--- config.mk ---
export PLATFORM = sky130hd
export DESIGN_NAME = inst_axi_rd_bridge
export DESIGN_NICKNAME = d
export VERILOG_FILES = /design/src/rtl/inst_axi_rd_bridge_pkg.sv /design/src/rtl/inst_axi_rd_bridge.sv
export SDC_FILE = /design/constraint.sdc
export NUM_CORES = 1
export LEC_CHECK = 0
export ABC_AREA = 1
export CAP_MARGIN = 20
export CORE_AREA = 2 2 82 84
export DETAILED_ROUTE_END_ITERATION = 16
export DIE_AREA = 0 0 84 86
export DONT_BUFFER_PORTS = 1
export PLACE_DENSITY = 0.53
export RECOVER_POWER = 25
export SKIP_CTS_REPAIR_TIMING = 1
export SYNTH_ARGS = -nofsm -noshare
export SYNTH_HDL_FRONTEND = slang
export SYNTH_SLANG_ARGS = --single-unit
export TNS_END_PERCENT = 20
--- constraint.sdc ---
create_clock -name clk -period 2.2 [get_ports clk]
set_clock_uncertainty 0.1 [all_clocks]
set_input_delay 0.22 -clock clk [delete_from_list [all_inputs] [get_ports clk]]
set_output_delay 0.22 -clock clk [all_outputs]
set_load 0.005 [all_outputs]
--- src/rtl/inst_axi_rd_bridge_pkg.sv ---
// inst_axi_rd_bridge_pkg: AXI4 read-channel constants shared by the instruction and data bridges
package inst_axi_rd_bridge_pkg;
  localparam logic [1:0] AXI_BURST_INCR   = 2'b01;
  localparam logic [1:0] AXI_RESP_OKAY    = 2'b00;
  localparam logic [7:0] AXI_ARLEN_SINGLE = 8'h00;
  localparam logic [3:0] AXI_ARCACHE_DEF  = 4'h0;
  localparam logic [2:0] AXI_ARPROT_DEF   = 3'h0;
  localparam logic [1:0] AXI_ARLOCK_DEF   = 2'h0;
  function automatic logic [2:0] sram_to_axsize(input logic [1:0] size);
    return {1'b0, size};
  endfunction
endpackage

--- src/rtl/inst_axi_rd_bridge.sv ---
// inst_axi_rd_bridge: IF-stage SRAM-like fetch port to single-beat, single-ID AXI4 reads, in order
module inst_axi_rd_bridge
  import inst_axi_rd_bridge_pkg::*;
#(
  parameter int         DEPTH    = 2,
  parameter logic [3:0] ARID_VAL = 4'h0
) (
  input  logic        clk,
  input  logic        resetn,
  input  logic        inst_sram_req,
  input  logic        inst_sram_wr,
  input  logic [1:0]  inst_sram_size,
  input  logic [3:0]  inst_sram_wstrb,
  input  logic [31:0] inst_sram_addr,
  input  logic [31:0] inst_sram_wdata,
  output logic        inst_sram_addr_ok,
  output logic        inst_sram_data_ok,
  output logic [31:0] inst_sram_rdata,
  output logic [3:0]  arid,
  output logic [31:0] araddr,
  output logic [7:0]  arlen,
  output logic [2:0]  arsize,
  output logic [1:0]  arburst,
  output logic [1:0]  arlock,
  output logic [3:0]  arcache,
  output logic [2:0]  arprot,
  output logic        arvalid,
  input  logic        arready,
  input  logic [3:0]  rid,
  input  logic [31:0] rdata,
  input  logic [1:0]  rresp,
  input  logic        rlast,
  input  logic        rvalid,
  output logic        rready,
  output logic        err_wr,
  output logic        err_resp
);
  localparam int CW = $clog2(DEPTH + 1);
  localparam logic [CW-1:0] FULL = CW'(DEPTH);
  logic          ar_valid_q;
  logic [31:0]   araddr_q;
  logic [2:0]    arsize_q;
  logic [CW-1:0] cnt;
  logic [CW-1:0] cnt_nxt;
  logic          unused_ok;
  assign unused_ok = ^{inst_sram_wstrb, inst_sram_wdata, rid, rlast};
  // No bypass from data_ok: a full bridge only reopens the cycle after a beat returns
  assign inst_sram_addr_ok = inst_sram_req & ~inst_sram_wr & ~ar_valid_q & (cnt < FULL);
  // Beats with nothing outstanding are stale (pre-reset) and silently dropped
  assign inst_sram_data_ok = rvalid & (cnt != '0);
  assign inst_sram_rdata   = rdata;
  assign arid    = ARID_VAL;
  assign araddr  = araddr_q;
  assign arlen   = AXI_ARLEN_SINGLE;
  assign arsize  = arsize_q;
  assign arburst = AXI_BURST_INCR;
  assign arlock  = AXI_ARLOCK_DEF;
  assign arcache = AXI_ARCACHE_DEF;
  assign arprot  = AXI_ARPROT_DEF;
  assign arvalid = ar_valid_q;
  assign rready  = 1'b1;
  always_comb
    cnt_nxt = (inst_sram_addr_ok & ~inst_sram_data_ok) ? cnt + 1'b1 :
              (inst_sram_data_ok & ~inst_sram_addr_ok) ? cnt - 1'b1 : cnt;
  always_ff @(posedge clk or negedge resetn)
    if (!resetn) begin
      ar_valid_q <= 1'b0;
      araddr_q   <= '0;
      arsize_q   <= '0;
      cnt        <= '0;
      err_wr     <= 1'b0;
      err_resp   <= 1'b0;
    end else begin
      if (inst_sram_addr_ok) begin
        ar_valid_q <= 1'b1;
        araddr_q   <= inst_sram_addr;
        arsize_q   <= sram_to_axsize(inst_sram_size);
      end else if (ar_valid_q & arready) begin
        ar_valid_q <= 1'b0;
      end
      cnt      <= cnt_nxt;
      err_wr   <= err_wr | (inst_sram_req & inst_sram_wr);
      err_resp <= err_resp | (inst_sram_data_ok & (rresp != AXI_RESP_OKAY));
    end
endmodule

==> results.sh <==
export IMPL_outcome="finished clean"
export IMPL_end_kind="output pin"
export IMPL_die_h_um=86
export IMPL_finalSetupViolCount=0
export IMPL_min_path_type="in2reg"
export IMPL_syn_area_per_cell_um2=8.612
export IMPL_p_clk_share_pct=23.2
export IMPL_track_usage_pct=9.621
export IMPL_p_switching_mw=0.8211
export IMPL_grt_pass1_wl_mm=5.499
export IMPL_synthTopCellsByArea="dfrtp_1 (49%), buf_4 (22%), nand2_1 (20%)"
export IMPL_hold_start="rresp[0]"
export IMPL_design_area_um2=2190
export IMPL_tns_ps=0
export IMPL_io_pins=211
export IMPL_dpl_worst_slack_ps=606.7
export IMPL_finalHoldViolations=0
export IMPL_placed_cell_area_um2=1702
export IMPL_drt_antenna_violating_nets=0
export IMPL_tritoncts="done"
export IMPL_routedWlPerCell_um=12.11
export IMPL_clk_latency_ps=280
export IMPL_r2r_slack_ps=620
export IMPL_p_int_mw=1.627
export IMPL_rsz0062_at_grt="false"
export IMPL_min_period_over_period_pct=78.14
export IMPL_n_fill_cell=635
export IMPL_first_iter_violations=67
export IMPL_num_rows=29
export IMPL_synth_common_cells="nand2_1 (106), buf_4 (57), dfrtp_1 (39), inv_1 (7)"
export IMPL_max_freq_ghz=0.5817
export IMPL_max_vdd_ir_drop_mv=0.4033
export IMPL_p_per_area_nw_per_um2=1118
export IMPL_rr_startpoint="arvalid$_DFFE_PN0P_"
export IMPL_grt_max_degree=40
export IMPL_globalplace_congestion=0.6783
export IMPL_dp_hpwl_mm=2.338
export IMPL_netlist_area_leader_share_pct=49.27
export IMPL_cts_clk_slew_worst_paths_ps=70
export IMPL_final_layout_size_suffix_gt1_share_pct=5.462
export IMPL_routed_via_density=4.095
export IMPL_yosysTopAreaCell="dfrtp_1"
export IMPL_seqCellArea_um2=975.9
export IMPL_clk_path_buf_depth=2
export IMPL_antenna_cells=0
export IMPL_wl_mm=3.815
export IMPL_ys_warn_count=0
export IMPL_crit_path_start_kind="flop"
export IMPL_pwr_share_seq_pct=54.3
export IMPL_p_leak_nw=1.154
export IMPL_max_slew_worst_pin_slew_ps=967.7
export IMPL_synth_edf_count=0
export IMPL_r2r_end="cnt[1]$_DFFE_PN0P_"
export IMPL_antenna_found_initial=0
export IMPL_totalPowerFinal_mw=2.448
export IMPL_die_width_um=84
export IMPL_drv_cap=0
export IMPL_p_comb_share_pct=22.5
export IMPL_grt_pass1_vias=1124
export IMPL_core_area_um2=6277
export IMPL_multiInputGateArea_um2=581.8
export IMPL_start_util_pct=31.55
export IMPL_cts_root_buf="clkbuf_8"
export IMPL_whs_endpoint="err_resp$_DFF_PN0_"
export IMPL_portBuffers=0
export IMPL_cts_made_buffers=5
export IMPL_grt_ovfl_total=0
export IMPL_syn_to_final_growth_pct=10.55
export IMPL_yosysMostFrequentCell="nand2_1"
export IMPL_fin_nets=354
export IMPL_async_reset_ff_share_pct=100.0
export IMPL_cts_sinks=39
export IMPL_syn_area_um2=1981
export IMPL_crit_fanout=19
export IMPL_drc=0
export IMPL_r2r_worst_path_cells=8
export IMPL_p_sw_share_pct=33.54
export IMPL_cp_arrival_ps=1400
export IMPL_firstDrtPassIters=4
export IMPL_cts_max_level=2
export IMPL_maxSlewViolCount=0
export IMPL_yosysSeqAreaShare_pct=49.27
export IMPL_synth_seq_cells=39
export IMPL_min_path_cells=2
export IMPL_dieArea_um2=7224
export IMPL_period_needed_ps=1719
export IMPL_num_vias=1290
export IMPL_cp_required_ps=1880
export IMPL_synthFlopType="dfrtp_1"
export IMPL_fin_ws_ps=480.9
export IMPL_ys_types=19
export IMPL_path_class="reg2out"
export IMPL_syn_inst=230
export IMPL_slew_headroom_pct=35.48
state kept, by name (all words and copies together), names as in the netlist:
name,count
araddr,32
arsize,2
cnt,2
arvalid,1
err_resp,1
err_wr,1
per-stage QoR:
step                      cells  utilization (%)  hold WS, ps
after floorplan             253                -       -175.6
after global placement      269            27.11       -174.9
final                       315            34.88        8.696
after global routing        315            34.88        29.05
after detailed placement    269            27.11       -175.0
after CTS                   276            28.74       -491.3
kinds of logic after synthesis:
kind of cell | after synthesis | synth area share (%)
AND/OR/NAND/NOR | 112 | 22.30
adder cells (fa/ha/maj) | 1 | 0.6316
other | 2 | 0.3792
flip-flops | 39 | 49.27
XOR/XNOR | 1 | 0.4423
buffers and inverters | 71 | 25.71
AO/OA/AOI/OAI | 4 | 1.264
routing by layer:
layer	share of wire [%]	GRT usage, %	wire, µm	vias up
li1	-	-	-	618
met1	41	11.46	1548	594
met2	51	15.13	1933	70
met3	7.7	4.042	292	8
met4	1.1	4.545	41	0
met5	0	0	0	-
power by group through the flow:
stage / logic [mW] / clock network, mW / registers (mW)
2_1_floorplan: 0.508 / 0 / 1.27
3_5_place_dp: 0.490 / 0 / 1.34
6_report: 0.552 / 0.567 / 1.33
3_3_place_gp: 0.466 / 0 / 1.35
5_1_grt: 0.676 / 0.628 / 1.37
4_1_cts: 0.487 / 0.596 / 1.33
critical path: stages, from the launching register on:
cell     delay (ps)
dfrtp_1         430
nor2_2          170
nand2_4          70
inv_4           170
buf_4           270
how the worst max path moves through the flow:
stage	startpoint	endpoint	slack (ps)	depth (start not counted)
after floorplan	arvalid$_DFFE_PN0P_	cnt[1]$_DFFE_PN0P_	650	9
after global placement	arvalid$_DFFE_PN0P_	cnt[1]$_DFFE_PN0P_	610	8
after detailed placement	arvalid$_DFFE_PN0P_	cnt[1]$_DFFE_PN0P_	610	8
after CTS	arvalid$_DFFE_PN0P_	inst_sram_addr_ok	440	4
after global routing	arvalid$_DFFE_PN0P_	inst_sram_addr_ok	370	4
final	arvalid$_DFFE_PN0P_	inst_sram_addr_ok	480	4
cells in the final DEF (no fill, tap or decap):
cell type / netlist / final
nand2_1: 106 / 106
dfrtp_1: 39 / 39
dlygate4sd3_1: 0 / 38
conb_1: 2 / 25
inv_1: 7 / 7
clkbuf_8: 0 / 5
o21ai_0: 2 / 2
buf_4: 57 / 2
nor2_4: 1 / 1
nor2_2: 1 / 1
nand2_4: 1 / 1
inv_4: 1 / 1
a21o_1: 1 / 1
nor2_1: 1 / 1
o21bai_1: 1 / 1
nand3_1: 1 / 1
nand4_1: 1 / 1
xnor2_1: 1 / 1
ha_1: 1 / 1
clkbuf_1: 0 / 1
bufinv_16: 0 / 1
clkbuf_2: 0 / 1
cell type report:
cell class,count,area share (%)
multi-input combinational,143,26.57
clock buffer,6,3.314
sequential,39,44.57
clock inverter,1,1.371
tap,77,4.400
timing repair buffer,41,18.29
inverter,8,1.486
No activity file was read; power rests on OpenSTA's default activity.
